<file path="config.mk">
export PLATFORM = sky130hd
export DESIGN_NAME = enc8to3_seq
export DESIGN_NICKNAME = d
export VERILOG_FILES = /design/src/rtl/enc8to3_seq.sv
export SDC_FILE = /design/constraint.sdc
export NUM_CORES = 1
export LEC_CHECK = 0
export CORE_MARGIN = 2
export CORE_UTILIZATION = 54
export CTS_BUF_LIST = sky130_fd_sc_hd__clkbuf_8
export DETAILED_ROUTE_END_ITERATION = 12
export PLACE_DENSITY = 0.95
export SETUP_SLACK_MARGIN = 0.5
export SYNTH_ARGS = -nofsm -noshare
export SYNTH_HDL_FRONTEND = slang
export SYNTH_SLANG_ARGS = --single-unit
</file>
<file path="constraint.sdc">
create_clock -name clk -period 7.9 [get_ports clk]
set_input_delay 1.58 -clock clk [delete_from_list [all_inputs] [get_ports clk]]
set_output_delay 1.58 -clock clk [all_outputs]
set_load 0.005 [all_outputs]
</file>
<file path="src/rtl/enc8to3_seq.sv">
// Sequential 8-to-3 priority encoder: captures a request vector and hands out
// one set-bit index per valid/ready handshake, clearing each bit as it is served.
module enc8to3_seq #(
  parameter bit LOW_FIRST = 1'b1
) (
  input  logic       clk,
  input  logic       rst,
  input  logic       load,
  input  logic [0:7] d,
  input  logic       ready,
  output logic       valid,
  output logic [2:0] code,
  output logic [3:0] remain,
  output logic       busy,
  output logic       zero,
  output logic       done
);

  typedef enum logic {
    IDLE  = 1'b0,
    SERVE = 1'b1
  } state_t;

  state_t     r_state;
  logic [0:7] r_pend;
  logic       r_zero;
  logic       r_done;

  logic [2:0] w_idx;
  logic [3:0] w_cnt;
  logic [0:7] w_pend_next;
  logic       w_serve;

  // Scan so the highest-priority set bit is the last one written.
  always_comb begin
    w_idx = '0;
    for (int unsigned i = 0; i < 8; i++) begin
      logic [2:0] k;
      k = LOW_FIRST ? 3'(7 - i) : 3'(i);
      if (r_pend[k]) w_idx = k;
    end
  end

  always_comb begin
    w_cnt = '0;
    for (int unsigned i = 0; i < 8; i++) begin
      w_cnt = w_cnt + {3'b000, r_pend[i]};
    end
  end

  always_comb begin
    w_pend_next        = r_pend;
    w_pend_next[w_idx] = 1'b0;
  end

  assign w_serve = (r_state == SERVE);

  // All handshake outputs derive from registered state/pend only.
  assign valid  = w_serve;
  assign busy   = w_serve;
  assign code   = w_serve ? w_idx : 3'd0;
  assign remain = w_cnt;
  assign zero   = r_zero;
  assign done   = r_done;

  always_ff @(posedge clk or posedge rst) begin
    if (rst) begin
      r_state <= IDLE;
      r_pend  <= '0;
      r_zero  <= 1'b0;
      r_done  <= 1'b0;
    end else begin
      r_zero <= 1'b0;
      r_done <= 1'b0;
      case (r_state)
        IDLE: begin
          if (load) begin
            if (d != '0) begin
              r_pend  <= d;
              r_state <= SERVE;
            end else begin
              r_zero <= 1'b1;
            end
          end
        end
        SERVE: begin
          if (ready) begin
            r_pend <= w_pend_next;
            if (w_pend_next == '0) begin
              r_state <= IDLE;
              r_done  <= 1'b1;
            end
          end
        end
        default: begin
          r_state <= IDLE;
          r_pend  <= '0;
        end
      endcase
    end
  end

endmodule

</file>
==> Flow_metrics.wiki, run 1 <==
{| class="wikitable"
! Metric !! Value
|-
| Synth Register Bits || 11
|-
| Terminating pin of the worst hold path || r_pend[3]$_DFFE_PP0P_
|-
| # Post-CTS Setup Buffers || 0
|-
| I/O pin count || 23
|-
| Number of global-route vias before repair || 777
|-
| Post-Layout Cell Count || 135
|-
| Final setup fails || 0
|-
| Net count after synthesis || 121
|-
| Worst path most repeated cell || fa_1
|-
| CTS max path bufs || 2
|-
| Final net count || 141
|-
| Worst setup EP type || primary output
|-
| Number of distinct standard cells referenced by the synthesized netlist || 36
|-
| Total leakage power || 0.000506 uW
|-
| Worst slew pin tran || 0.664 ns
|-
| Routed vias || 877
|-
| DP HPWL || 1760 um
|-
| Cell Pwr Density || 565 nW/um^2
|-
| Share of the cycle needed by the critical path after routing || 64.9%
|-
| Post-route clock skew || 0.00492 ns
|-
| Normalized max-slew margin || 55.6%
|-
| Maximum number of pins on one net before global-route repair || 12
|-
| CTS tree || done
|-
| Height of the die || 45.4 um
|-
| Slowest cell on the critical path || fa_1
|-
| Share of cells above drive strength 1 || 7.56%
|-
| Number of pins with negative max-slew slack in the final report || 0
|-
| Global-route congestion overflow total || 0
|-
| Most common cell after layout, fill and taps aside || clkdlybuf4s50_1
|-
| Internal reg-to-reg setup slack || 5.86 ns
|-
| Outcome || completed
|-
| Worst hold path class || reg -> reg
|-
| Routability congestion estimate from global placement || 0.855
|-
| Critical Path RT || 6.32 ns
|-
| Async S/R FF share, synth || 100%
|-
| Vias/cell || 6.50
|-
| H-tree Lvls || 1
|-
| Count of maximum capacitance violations || 0
|-
| Post-Place Cell Area || 1120 sq um
|-
| Area of the core || 1560 sq um
|-
| Crit path arrival time || 3.55 ns
|-
| Post-CTS Hold Fix Bufs || 0
|-
| Leading cell types in the layout, fill and taps excluded || clkdlybuf4s50_1, inv_1, dfrtp_1
|-
| Wire length of the first global-routing pass || 3600 um
|-
| Final Util || 74.9%
|-
| Peak supply drop || 0.422 mV
|-
| Per-instance average area after synthesis || 9.26 sq um
|-
| Initial DRC count || 84
|-
| Post-layout min period || 5.13 ns
|-
| Row count || 14
|-
| Initial core utilization || 59.4%
|-
| Combined buffer and inverter count along the critical path || 4
|-
| CP top delay family || adder cells
|-
| Total iterations of the first detailed-routing run || 4
|-
| Post-route worst hold slack || 0.621 ns
|-
| Most used flip-flop cell after synthesis || dfrtp_1
|-
| Reg-to-reg critical path startpoint || r_pend[7]$_DFFE_PP0P_
|-
| Clock root buffer master || clkbuf_8
|-
| CP Class || reg -> out
|-
| Die Footprint || 2060 sq um
|-
| Sequential share of the synthesized area || 29.7%
|-
| Clock latency of the later-clocked register in the worst-skew pair || 0.25 ns
|-
| Final ANT Viol Nets || 0
|-
| Hold Fails Final Rpt || 0
|-
| Number of instances resized during post-cts repair || 0
|-
| Post-synthesis instance area || 926 sq um
|-
| CP max stage delay || 0.56 ns
|-
| Number of synthesized flops with an enable pin || 0
|-
| Largest fanout of any net on the critical path || 5
|-
| Clk sink count || 11
|-
| Critical hold path startpoint || r_pend[3]$_DFFE_PP0P_
|-
| Cts bufs inserted || 3
|-
| End of the worst register-to-register path || r_pend[7]$_DFFE_PP0P_
|-
| Yosys warnings || 0
|-
| Fin Setup TNS || 0 ns
|-
| Number of cells on the worst hold path || 1
|-
| Synth-to-Final Area Change || 26.1%
|-
| Antenna violations before repair || 0
|-
| Final cell area excluding filler cells || 1170 sq um
|-
| List of cells traversed by the critical path || fa_1 > inv_1 > fa_1 > fa_1 > inv_1 > ha_1 > inv_1 > fa_1 > xnor2_1 > clkdlybuf4s50_1
|-
| Width of the die || 45.4 um
|-
| Number of cells on the worst reg-to-reg path || 6
|-
| Input/output buffers || 22
|-
| Highest Clock Rate || 195 MHz
|-
| GRT Total Usage || 24.9%
|-
| Total routed wirelength || 2340 um
|-
| Inst Count DP || 131
|-
| Antenna cell count || 0
|-
| Unrepaired setup endpoints after global routing || false
|-
| DRC violations left || 0
|-
| Clock transition at the registers of the reported paths || 0.05 ns
|-
| Stages on worst setup path || 10
|-
| Routed length per instance || 17.4 um
|-
| Crit start category || flop
|-
| Gate Count Post-Synth || 100
|}
==> report_power, final <==
| part | switching (uW) | internal (uW) | total, uW |
|---|---|---|---|
| logic | 222 | 254 | 476 |
| clock network | 22.3 | 34.2 | 56.5 |
| registers | 47.1 | 79.5 | 127 |
==> worst max-delay path by stage <==
stage                               start        end  slack, ns
floorplan           r_pend[7]$_DFFE_PP0P_  remain[2]       3.67
global placement    r_pend[7]$_DFFE_PP0P_  remain[2]       3.15
detailed placement  r_pend[7]$_DFFE_PP0P_  remain[2]       3.03
CTS                 r_pend[7]$_DFFE_PP0P_  remain[2]       2.76
global route        r_pend[7]$_DFFE_PP0P_  remain[2]       2.61
finish              r_pend[7]$_DFFE_PP0P_  remain[2]       2.77
==> routing by layer <==
layer,up-vias,global-route usage [%],routed length [um]
met3,11,6.75,232
li1,395,-,-
met2,61,38.3,1110
met5,-,0,0
met1,410,33.1,951
met4,0,10.0,53
==> per-stage QoR <==
stage	setup slack, ns	power, uW
after floorplan	3.67	411
after global placement	3.15	567
after detailed placement	3.03	599
after CTS	2.76	659
after global routing	2.61	713
final	2.77	659
==> final cells by class <==
| class | instances | area (sq um) |
|---|---|---|
| Fill cell | 114 | 392 |
| Tap cell | 16 | 20.0 |
| Clock inverter | 1 | 3.75 |
| Clock buffer | 3 | 41.3 |
| Multi-Input combinational cell | 66 | 543 |
| Inverter | 15 | 56.3 |
| Sequential cell | 11 | 275 |
| Timing Repair Buffer | 23 | 228 |
==> synthesized netlist by cell type (2+ instances only) <==
cell / n / share of area [%]
buf_2: 2 / 1.1
inv_1: 15 / 6.1
clkbuf_1: 3 / 1.2
o21ai_0: 2 / 1.1
a21boi_0: 2 / 1.6
o22ai_1: 5 / 3.4
ha_1: 5 / 6.8
a211oi_1: 3 / 2.4
nor2b_1: 2 / 1.4
nor4_1: 2 / 1.4
a21oi_1: 3 / 1.6
nor2_1: 8 / 3.2
a22o_1: 6 / 5.7
buf_6: 2 / 2.4
fa_1: 4 / 8.6
dfrtp_1: 11 / 30
nand2_1: 4 / 1.6
nor3_1: 3 / 1.6
==> registers in the layout, summed over array words and instances, names as in the netlist <==
register / count
r_pend: 8
zero: 1
busy: 1
done: 1
==> kinds of logic (layout without fill, tap and decap cells) <==
| family | Yosys count | count (layout) | share of synthesized area (%) |
|---|---|---|---|
| AND/OR/NAND/NOR | 24 | 24 | 14.1 |
| adder cells (fa/ha/maj) | 10 | 10 | 16.5 |
| buffers and inverters | 23 | 42 | 11.6 |
| flip-flops | 11 | 11 | 29.7 |
| AO/OA/AOI/OAI | 31 | 31 | 27.2 |
| XOR/XNOR | 1 | 1 | 0.946 |
Power figures use the tool's default switching activity.
==> inputs of run 2 (changes only) <==
- CORE_UTILIZATION: 54 -> 45
- PLACE_DENSITY: 0.95 -> 0.88
- clock period: 7.9 -> 4.39 ns (I/O delays scaled with it)
==> Flow_metrics.wiki, run 2 (synthesis gave the netlist of run 1 again) <==
{| class="wikitable"
! Metric !! Value
|-
| Die Footprint || 2440 sq um
|-
| Routability congestion estimate from global placement || 0.895
|-
| Routed vias || 897
|-
| Comb pwr share || 73.6%
|-
| Post-CTS Hold Fix Bufs || 0
|-
| Fin Setup TNS || 0 ns
|-
| Crit start category || flop
|-
| Clock transition at the registers of the reported paths || 0.05 ns
|-
| Clock root buffer master || clkbuf_8
|-
| Peak supply drop || 0.819 mV
|-
| Post-route clock skew || 0.000598 ns
|-
| Antenna violations before repair || 0
|-
| Share of the cycle needed by the critical path after routing || 89.9%
|-
| Number of global-route vias before repair || 956
|-
| Sequential share of power || 18.0%
|-
| DP HPWL || 1840 um
|-
| Worst setup EP type || primary output
|-
| List of cells traversed by the critical path || fa_1 > inv_1 > fa_1 > fa_1 > inv_1 > ha_2 > inv_2 > fa_2 > inv_1 > buf_2
|-
| Final worst-path setup slack || 0.443 ns
|-
| Final net count || 147
|-
| Input/output buffers || 22
|-
| Power share of the clock group || 8.5%
|-
| Wire length of the first global-routing pass || 4320 um
|-
| H-tree Lvls || 1
|-
| Synth-to-Final Area Change || 32.4%
|-
| Area of the core || 1940 sq um
|-
| Total leakage power || 0.000547 uW
|-
| Clock latency of the later-clocked register in the worst-skew pair || 0.24 ns
|-
| Cts bufs inserted || 3
|-
| Combined buffer and inverter count along the critical path || 5
|-
| Total routed wirelength || 2490 um
|-
| Clk sink count || 11
|-
| Normalized max-slew margin || 52.6%
|-
| Critical Path RT || 3.51 ns
|-
| Max reg flops || 8
|-
| Post-layout total power || 1190 uW
|-
| Worst slack at placement || 0.255 ns
|-
| Final ANT Viol Nets || 0
|-
| Final setup fails || 0
|-
| GRT Total Usage || 23.4%
|-
| Crit path arrival time || 3.07 ns
|-
| Post-layout min period || 3.95 ns
|-
| Unrepaired setup endpoints after global routing || true
|-
| CTS max path bufs || 2
|-
| Share of cells above drive strength 1 || 18.4%
|-
| Worst hold path class || reg -> reg
|-
| Sw Pwr || 539 uW
|-
| Internal power || 653 uW
|-
| Largest fanout of any net on the critical path || 2
|-
| CP max stage delay || 0.54 ns
|-
| Cell Pwr Density || 972 nW/um^2
|-
| Hold Fails Final Rpt || 0
|-
| Maximum number of pins on one net before global-route repair || 12
|-
| Most common cell after layout, fill and taps aside || clkdlybuf4s50_1
|-
| Leading cell types in the layout, fill and taps excluded || clkdlybuf4s50_1, inv_1, dfrtp_1
|-
| Fill cell total of the finished layout || 173
|-
| Global-route congestion overflow total || 0
|-
| Number of pins with negative max-slew slack in the final report || 0
|-
| Highest Clock Rate || 253 MHz
|-
| Antenna cell count || 0
|-
| Width of the die || 49.4 um
|-
| Slowest cell on the critical path || fa_1
|-
| Worst slew pin tran || 0.710 ns
|-
| Total iterations of the first detailed-routing run || 4
|-
| CP top delay family || adder cells
|-
| Internal reg-to-reg setup slack || 2.22 ns
|-
| Final Util || 63.1%
|-
| Initial DRC count || 19
|-
| Row count || 16
|-
| Vias/cell || 5.90
|-
| DRC violations left || 0
|-
| Initial core utilization || 47.7%
|-
| Routed length per instance || 16.4 um
|-
| I/O pin count || 23
|-
| Outcome || completed
|-
| Net switching share of the total power || 45.2%
|-
| Most flops, register || r_pend
|-
| Height of the die || 49.4 um
|-
| CTS tree || done
|-
| Count of maximum capacitance violations || 0
|-
| CP Class || reg -> out
|}
-- run 2: per-stage QoR --
stage | std cells | hold slack (ns) | cell area, sq um
5_1_grt | 152 | 0.662 | 1230
2_1_floorplan | 100 | 0.550 | 926
4_1_cts | 150 | 0.635 | 1210
3_3_place_gp | 143 | 0.607 | 1140
3_5_place_dp | 143 | 0.612 | 1140
6_report | 152 | 0.643 | 1230
-- run 2: repair_timing --
action,CTS,global route
pin swaps,5,5
setup endpoints to repair,4,3
endpoints found under the hold margin,0,0
buffers inserted,3,2
resized for setup,15,2
-- run 2: cell type report --
type / count / area [sq um] / area share [%]
Inverter: 15 / 56.3 / 4.59
Sequential cell: 11 / 275 / 22.4
Timing Repair Buffer: 29 / 256 / 20.9
Tap cell: 27 / 33.8 / 2.76
Clock inverter: 1 / 3.75 / 0.306
Multi-Input combinational cell: 66 / 559 / 45.6
Clock buffer: 3 / 41.3 / 3.37
-- run 2: path summary, 6_finish.rpt --
check | from | endpoint | depth (start not counted)
setup / recovery | r_pend[7]$_DFFE_PP0P_ | remain[1] | 10
hold / removal | r_pend[3]$_DFFE_PP0P_ | r_pend[3]$_DFFE_PP0P_ | 1
setup reg to reg | r_pend[7]$_DFFE_PP0P_ | done$_DFF_PP0_ | 8
hold reg to reg | r_pend[3]$_DFFE_PP0P_ | r_pend[3]$_DFFE_PP0P_ | 1
max in group asynchronous | rst | r_pend[2]$_DFFE_PP0P_ | 2
min in group asynchronous | rst | busy$_DFF_PP0_ | 2
-- run 2: per-layer routing --
layer	part of all wire, %	vias to the layer above	track usage, %
met5	0	-	0
met2	50	46	38.3
met3	5.7	14	4.91
met1	40	433	27.4
met4	4.3	0	15.2
li1	-	404	-
-- run 2: power by group through the flow --
stage / sequential (uW) / combinational, uW / clock [uW]
after floorplan: 185 / 554 / 0
after global placement: 217 / 823 / 0
after detailed placement: 220 / 850 / 0
after CTS: 212 / 848 / 102
after global routing: 224 / 989 / 109
final: 214 / 876 / 101
